<file path="src/rtl/net_cmd_unit.sv">
// Network command front-end: buffers packets addressed to this core and
// dispatches imem, rf, PC and barrier-mask writes strictly in arrival order.
module net_cmd_unit #(
    parameter int net_ID_p        = 1,
    parameter int id_width_p      = 10,
    parameter int addr_width_p    = 10,
    parameter int data_width_p    = 32,
    parameter int instr_width_p   = 16,
    parameter int rf_addr_width_p = 10,
    parameter int mask_width_p    = 3,
    parameter int fifo_depth_p    = 4
) (
    input  logic                       clk,
    input  logic                       reset,
    input  logic                       net_v_i,
    input  logic [id_width_p-1:0]      net_id_i,
    input  logic [2:0]                 net_op_i,
    input  logic [addr_width_p-1:0]    net_addr_i,
    input  logic [data_width_p-1:0]    net_data_i,
    output logic                       net_ready_o,
    input  logic [1:0]                 core_state_i,
    output logic                       imem_w_v_o,
    input  logic                       imem_w_ready_i,
    output logic [addr_width_p-1:0]    imem_w_addr_o,
    output logic [instr_width_p-1:0]   imem_w_data_o,
    output logic                       rf_w_v_o,
    input  logic                       rf_w_ready_i,
    output logic [rf_addr_width_p-1:0] rf_w_addr_o,
    output logic [data_width_p-1:0]    rf_w_data_o,
    output logic                       pc_w_v_o,
    output logic [addr_width_p-1:0]    pc_w_addr_o,
    input  logic                       bar_v_i,
    input  logic [mask_width_p-1:0]    bar_val_i,
    output logic [mask_width_p-1:0]    barrier_o,
    output logic [mask_width_p-1:0]    barrier_mask_o,
    output logic                       exception_o,
    output logic [7:0]                 drop_cnt_o
);

    localparam int PW = $clog2(fifo_depth_p);

    localparam logic [2:0] OP_INSTR = 3'd1;
    localparam logic [2:0] OP_REG   = 3'd2;
    localparam logic [2:0] OP_PC    = 3'd3;
    localparam logic [2:0] OP_BAR   = 3'd4;

    localparam logic [1:0] ST_IDLE = 2'd0;
    localparam logic [1:0] ST_ERR  = 2'd2;

    logic [2:0]              r_op_mem   [fifo_depth_p];
    logic [addr_width_p-1:0] r_addr_mem [fifo_depth_p];
    logic [data_width_p-1:0] r_data_mem [fifo_depth_p];

    // One extra pointer bit distinguishes full from empty.
    logic [PW:0] r_wr_ptr;
    logic [PW:0] r_rd_ptr;

    logic [mask_width_p-1:0] r_barrier_mask;
    logic [mask_width_p-1:0] r_barrier_val;
    logic                    r_exception;
    logic [7:0]              r_drop_cnt;

    logic                    w_full;
    logic                    w_empty;
    logic                    w_push;
    logic                    w_pop;
    logic                    w_drop;
    logic                    w_pc_load;
    logic                    w_bar_load;
    logic                    w_pc_reject;
    logic [2:0]              w_head_op;
    logic [addr_width_p-1:0] w_head_addr;
    logic [data_width_p-1:0] w_head_data;
    logic                    w_is_instr;
    logic                    w_is_reg;
    logic                    w_is_pc;
    logic                    w_is_bar;
    logic                    w_is_other;
    logic                    w_st_idle;
    logic                    w_st_err;

    assign w_empty = (r_wr_ptr == r_rd_ptr);
    assign w_full  = (r_wr_ptr[PW] != r_rd_ptr[PW]) &&
                     (r_wr_ptr[PW-1:0] == r_rd_ptr[PW-1:0]);

    assign net_ready_o = ~w_full;
    assign w_push      = net_v_i && (net_id_i == id_width_p'(net_ID_p)) && !w_full;

    assign w_head_op   = r_op_mem[r_rd_ptr[PW-1:0]];
    assign w_head_addr = r_addr_mem[r_rd_ptr[PW-1:0]];
    assign w_head_data = r_data_mem[r_rd_ptr[PW-1:0]];

    assign w_is_instr = !w_empty && (w_head_op == OP_INSTR);
    assign w_is_reg   = !w_empty && (w_head_op == OP_REG);
    assign w_is_pc    = !w_empty && (w_head_op == OP_PC);
    assign w_is_bar   = !w_empty && (w_head_op == OP_BAR);
    assign w_is_other = !w_empty && !(w_is_instr || w_is_reg || w_is_pc || w_is_bar);

    assign w_st_idle = (core_state_i == ST_IDLE);
    assign w_st_err  = (core_state_i == ST_ERR);

    assign w_pc_load   = w_is_pc && w_st_idle;
    assign w_pc_reject = w_is_pc && !w_st_idle;
    assign w_bar_load  = w_is_bar && !w_st_err;
    assign w_drop      = w_pc_reject || (w_is_bar && w_st_err) || w_is_other;

    // Only imem/rf writes can stall; every other op retires in one cycle.
    assign w_pop = (w_is_instr && imem_w_ready_i) ||
                   (w_is_reg && rf_w_ready_i) ||
                   w_is_pc || w_is_bar || w_is_other;

    assign imem_w_v_o    = w_is_instr;
    assign imem_w_addr_o = w_head_addr;
    assign imem_w_data_o = w_head_data[instr_width_p-1:0];

    assign rf_w_v_o    = w_is_reg;
    assign rf_w_addr_o = w_head_addr[rf_addr_width_p-1:0];
    assign rf_w_data_o = w_head_data;

    assign pc_w_v_o    = w_pc_load;
    assign pc_w_addr_o = w_head_addr;

    assign barrier_o      = r_barrier_mask & r_barrier_val;
    assign barrier_mask_o = r_barrier_mask;
    assign exception_o    = r_exception;
    assign drop_cnt_o     = r_drop_cnt;

    always_ff @(posedge clk) begin
        if (w_push) begin
            r_op_mem[r_wr_ptr[PW-1:0]]   <= net_op_i;
            r_addr_mem[r_wr_ptr[PW-1:0]] <= net_addr_i;
            r_data_mem[r_wr_ptr[PW-1:0]] <= net_data_i;
        end
    end

    always_ff @(posedge clk) begin
        if (reset) begin
            r_wr_ptr <= '0;
            r_rd_ptr <= '0;
        end else begin
            if (w_push) r_wr_ptr <= r_wr_ptr + 1'b1;
            if (w_pop)  r_rd_ptr <= r_rd_ptr + 1'b1;
        end
    end

    always_ff @(posedge clk) begin
        if (reset) begin
            r_barrier_mask <= '0;
            r_barrier_val  <= '0;
            r_exception    <= 1'b0;
            r_drop_cnt     <= '0;
        end else begin
            if (w_bar_load) r_barrier_mask <= w_head_data[mask_width_p-1:0];
            // A PC load from the network overrides a same-cycle core BAR commit.
            if (w_pc_load)    r_barrier_val <= w_head_data[mask_width_p-1:0];
            else if (bar_v_i) r_barrier_val <= bar_val_i;
            if (w_pc_reject || w_st_err) r_exception <= 1'b1;
            if (w_drop && (r_drop_cnt != 8'hFF)) r_drop_cnt <= r_drop_cnt + 8'd1;
        end
    end

endmodule

</file>
<file path="config.mk">
export PLATFORM = sky130hd
export DESIGN_NAME = net_cmd_unit
export DESIGN_NICKNAME = d
export VERILOG_FILES = /design/src/rtl/net_cmd_unit.sv
export SDC_FILE = /design/constraint.sdc
export NUM_CORES = 1
export LEC_CHECK = 0
export ABC_AREA = 1
export CAP_MARGIN = 20
export CORE_MARGIN = 4
export CORE_UTILIZATION = 45
export DETAILED_ROUTE_END_ITERATION = 8
export PLACE_DENSITY = 0.8
export SLEW_MARGIN = 0
export SYNTH_ARGS = -nofsm -noshare
export SYNTH_HDL_FRONTEND = slang
export SYNTH_SLANG_ARGS = --single-unit
</file>
<file path="constraint.sdc">
create_clock -name clk -period 3.53 [get_ports clk]
set_clock_uncertainty 0.05 [all_clocks]
set_input_delay 0.353 -clock clk [delete_from_list [all_inputs] [get_ports clk]]
set_output_delay 0.353 -clock clk [all_outputs]
set_load 0.03 [all_outputs]
</file>
; Word level (Yosys, flattened, before mapping)
; Memories as Yosys holds them, arrays and structs flattened. A register that Yosys moved wholly into a read port is not among the register bits.
; Index checks and enable logic that the tools add are counted.
[classes]
addsub = 3
multipliers = 0
div = 0
order_cmp = 0
n_eq_ne = 10
shift = 0
n_mux = 10
bitwise_logic = 2
reduce_logical = 32
[op_table]
columns = cell, n
row1 = $logic_and A1 B1 Y1, 15
row2 = $mux W2, 6
row3 = $eq A10 B1 Y1 const B, 1
row4 = $logic_or A1 B1 Y1, 10
row5 = $add A8 B1 Y8 const B, 1
row6 = $ne A8 B8 Y1 const B, 1
row7 = $add A3 B1 Y3 const B, 2
row8 = $eq A3 B2 Y1 const B, 2
row9 = $mux W3, 2
row10 = $logic_not A1 Y1, 5
row11 = $and A3 B3 Y3, 1
row12 = $eq A3 B1 Y1 const B, 1
row13 = $eq A3 B3 Y1, 1
row14 = $eq A3 B3 Y1 const B, 1
row15 = $eq A2 B2 Y1, 1
row16 = $eq A2 B2 Y1 const B, 1
row17 = $logic_not A2 Y1, 1
row18 = $mux W1, 2
row19 = $reduce_bool A2 Y1, 1
row20 = $ne A1 B1 Y1, 1
row21 = $not A1 Y1, 1
[totals]
reg_bits = 21
latchBits = 0
ram_bits = 180
rom_bits = 0
out_inout_bits = 97
wordCells = 66
mem_count = 3
[memory_table]
columns = name, depth, word_bits, rd, rd_ports_with_merged_regs, wr, line
row1 = r_data_mem, 4, 32, 1, 1, 1, 52  ; logic [data_width_p-1:0] r_data_mem [fifo_depth_p];
row2 = r_addr_mem, 4, 10, 1, 1, 1, 51  ; logic [addr_width_p-1:0] r_addr_mem [fifo_depth_p];
row3 = r_op_mem, 4, 3, 1, 1, 1, 50  ; logic [2:0] r_op_mem [fifo_depth_p];

; Depth between registers and ports, before layout
[logic_depth]
ltp_word = 11
mapped_depth = 13
ltp_nobuf = 12

; Worst setup path after synthesis
; Ideal clock, no wire load.
[synth_path]
kind = flip-flop to flip-flop
start = register r_rd_ptr[2]
end = memory r_addr_mem[0][0], enable pin
arrival_ps = 2962
required_time_ps = 3032
setup_slack_ps = 70
path_stages_with_launch = 5
n_path_buf = 0
period_less_slack_ps = 3460
cell_sequence = dfxtp_1 xnor2_1 nand3b_1 nand2_1 nor2_1
[synth_via]
elab_chain_len = 6
[synth_lines]
columns = element, line
row1 = "start, declared", 56  ; logic [PW:0] r_rd_ptr;
row2 = "start signal, assigned", 142  ; if (w_pop) r_rd_ptr <= r_rd_ptr + 1'b1;
row3 = $ne A1 B1 Y1, 83  ; assign w_full = (r_wr_ptr[PW] != r_rd_ptr[PW]) &&
row4 = $logic_and A1 B1 Y1, 83
row5 = $logic_not A1 Y1, 87  ; assign w_push = net_v_i && (net_id_i == id_width_p'(net_ID_p)) && !w_full;
row6 = $logic_and A1 B1 Y1, 87
row7 = $mux W1, 129  ; if (w_push) begin
row8 = $mux W1 (not written as such), 131  ; r_addr_mem[r_wr_ptr[PW-1:0]] <= net_addr_i;
row9 = "end, declared", 51
; No other way between the ends.

==> results.json <==
{
  "status": "finished clean",
  "fin_crit_ns": 3.17,
  "clockBufferDepth": 3,
  "io_pins": 163,
  "start_util_pct": 46.1,
  "placementRows": 49,
  "syn_nets": 749,
  "cts-resized-gates": 0,
  "netlist_instances": 677,
  "synth_area_leaders": "edfxtp_1, dfxtp_1, o21ai_0, nor2_1, buf_4",
  "cp-start-kind": "register",
  "fin_area_um2": 10700,
  "worst_setup_path_end_kind": "primary output",
  "core-area_um2": 18100,
  "cts_root_buffer": "clkbuf_16",
  "crit_chain": "inv_2 > buf_12 > o21ai_0 > o22ai_1 > clkdlybuf4s50_1",
  "synth.distinct_cells": 33,
  "rsz0062_at_grt": "no",
  "rr_worst_depth": 11,
  "grt_use_total_pct": 16.6,
  "slew_headroom_pct": 47.1,
  "die_x_um": 144,
  "die_h_um": 144,
  "critical_path.endpoint": "imem_w_data_o[0]",
  "cts_tree": "built",
  "yosys.area.top_type": "edfxtp_1",
  "post_dp_cell_area_um2": 10000,
  "drive_gt1_share_pct": 9.06,
  "drc": 0,
  "powerDensity_nw_per_um2": 706,
  "cts_max_level": 1,
  "grt_pass1_vias": 5366,
  "avgSynthCellArea_um2": 12.4,
  "ant_nets": 0,
  "gp_congestion": 0.777,
  "crit_required_ns": 3.13,
  "crit_slowest_cell": "clkdlybuf4s50_1",
  "final_cell_mix": "edfxtp_1, clkdlybuf4s50_1, nor2_1",
  "diodes": 0,
  "grt_max_degree": 93,
  "r2r_setup_slack_ns": 1.14,
  "final_common_cell": "edfxtp_1",
  "overflow": 0,
  "p_leak_nw": 3.71,
  "timing.final.crit_share_pct": 89.9,
  "netlist_area_um2": 8370,
  "grt_pass1_wl_mm": 27.6,
  "synth-main-ff-cell": "edfxtp_1",
  "slew_violations": 0,
  "hp-class": "in -> reg",
  "async_flop_share_pct": 0,
  "fmax_mhz": 315,
  "yosys_register_bits": 203,
  "nNetsFinal": 874,
  "syn_to_final_growth_pct": 28.2,
  "ys_warn_count": 0,
  "seq_area_frac_synth_pct": 70.1,
  "cts_hold_buffers": 0,
  "setup_viol": 0,
  "fill_cells": 1448,
  "port_buffers": 162,
  "vdd.ir_drop.worst_uv": 587,
  "timing.final.hold_violations": 0,
  "cts_buffers": 21,
  "hpwl_mm": 10.7,
  "vias_per_cell": 5.28,
  "wire_per_inst_um": 16.9,
  "synth_top_area_share_pct": 64.6,
  "synth_edf_count": 180,
  "cp_max_fo": 78,
  "clk_pin_slew_ns": 0.06,
  "cts.sinks": 203,
  "post_cts_buffers": 0,
  "grt_antenna_before_repair": 1,
  "worst_pin_slew_ns": 0.791,
  "p_total_mw": 7.58,
  "tns_ns": 0,
  "vias": 5521,
  "insertion_delay_ns": 0.48,
  "wirelength_mm": 17.7,
  "crit_type": "reg -> out",
  "worstPathArrival_ns": 2.77,
  "max_stage_delay_ns": 0.77,
  "die-area_um2": 20800,
  "cap_violations": 0,
  "dr.pass1.iters": 5,
  "drt_iter0_markers": 345
}
state kept, by name, indices dropped and copies added, names as in the netlist, named ones only:
signal / flops
r_data_mem: 128
r_addr_mem: 40
r_op_mem: 12
drop_cnt_o: 8
barrier_mask_o: 3
r_barrier_val: 3
r_rd_ptr: 3
r_wr_ptr: 3
exception_o: 1
per-layer routing:
| metal | track usage (%) | up-vias | routed length (um) | share of wire (%) |
|---|---|---|---|---|
| li1 | - | 2659 | - | - |
| met1 | 21.8 | 2637 | 7440 | 42 |
| met2 | 28.1 | 197 | 8620 | 49 |
| met3 | 3.70 | 26 | 1270 | 7.2 |
| met4 | 4.17 | 2 | 307 | 1.7 |
| met5 | 0 | - | 20 | 0.11 |
power by group:
group          internal [mW]  switching [mW]
logic                  0.958            1.71
registers               2.64          0.0272
clock network           1.38           0.869
total                   4.98            2.60
synthesized netlist by cell type, types with 7 or more instances:
| cell type | number |
|---|---|
| inv_1 | 24 |
| o22ai_1 | 42 |
| nor2_1 | 100 |
| a21oi_1 | 17 |
| clkbuf_1 | 23 |
| o21ai_0 | 86 |
| nand3_1 | 27 |
| dfxtp_1 | 23 |
| nand4_1 | 7 |
| buf_4 | 37 |
| nand2_1 | 50 |
| edfxtp_1 | 180 |
how the worst min path moves through the flow:
stage             startpoint                to  cells after the start
6_report        bar_val_i[0]  r_barrier_val[0]                      3
5_1_grt        net_data_i[0]  r_data_mem[2][0]                      1
4_1_cts         bar_val_i[0]  r_barrier_val[0]                      3
3_5_place_dp     r_wr_ptr[2]       r_wr_ptr[2]                      2
3_3_place_gp     r_wr_ptr[2]       r_wr_ptr[2]                      2
2_1_floorplan  net_addr_i[0]  r_addr_mem[0][0]                      0
per-stage QoR:
stage | setup slack (ns) | util (%) | hold WS (ns) | std cells
finish | 0.356 | 59.1 | 0.430 | 1046
global route | 0.204 | 59.1 | 0.441 | 1046
CTS | 0.321 | 59.1 | 0.415 | 1046
detailed placement | 0.885 | 55.2 | 0.420 | 1008
global placement | 0.918 | 55.2 | 0.418 | 1008
floorplan | 0.0700 | - | 0.402 | 677
worst max-delay path: cells and delay by family, from the launching register on:
kind	cells	cell delay (ns)
buffers and inverters	3	1.30
AOI/OAI and AO/OA	2	0.60
DFF	1	0.35
final cells by class:
type                       instances  area (um^2)  share of cell area, %
sequential                       203         5870                   54.7
multi-input combinational        377         2000                   18.6
timing repair buffer             171         1760                   16.4
clock buffer                      22          529                   4.93
tap                              229          287                   2.67
clock inverter                    16          183                   1.70
inverter                          28          105                  0.980
logic make-up after synthesis:
kind of cell / synth area share [%]
AOI/OAI and AO/OA: 9.61
xor gates and xnor gates: 1.05
adders and majority gates: 0.897
buffers and inverters: 6.34
DFF: 70.1
and+or+nand+nor: 12.0
Note: power is estimated with default switching activity, not from simulation.
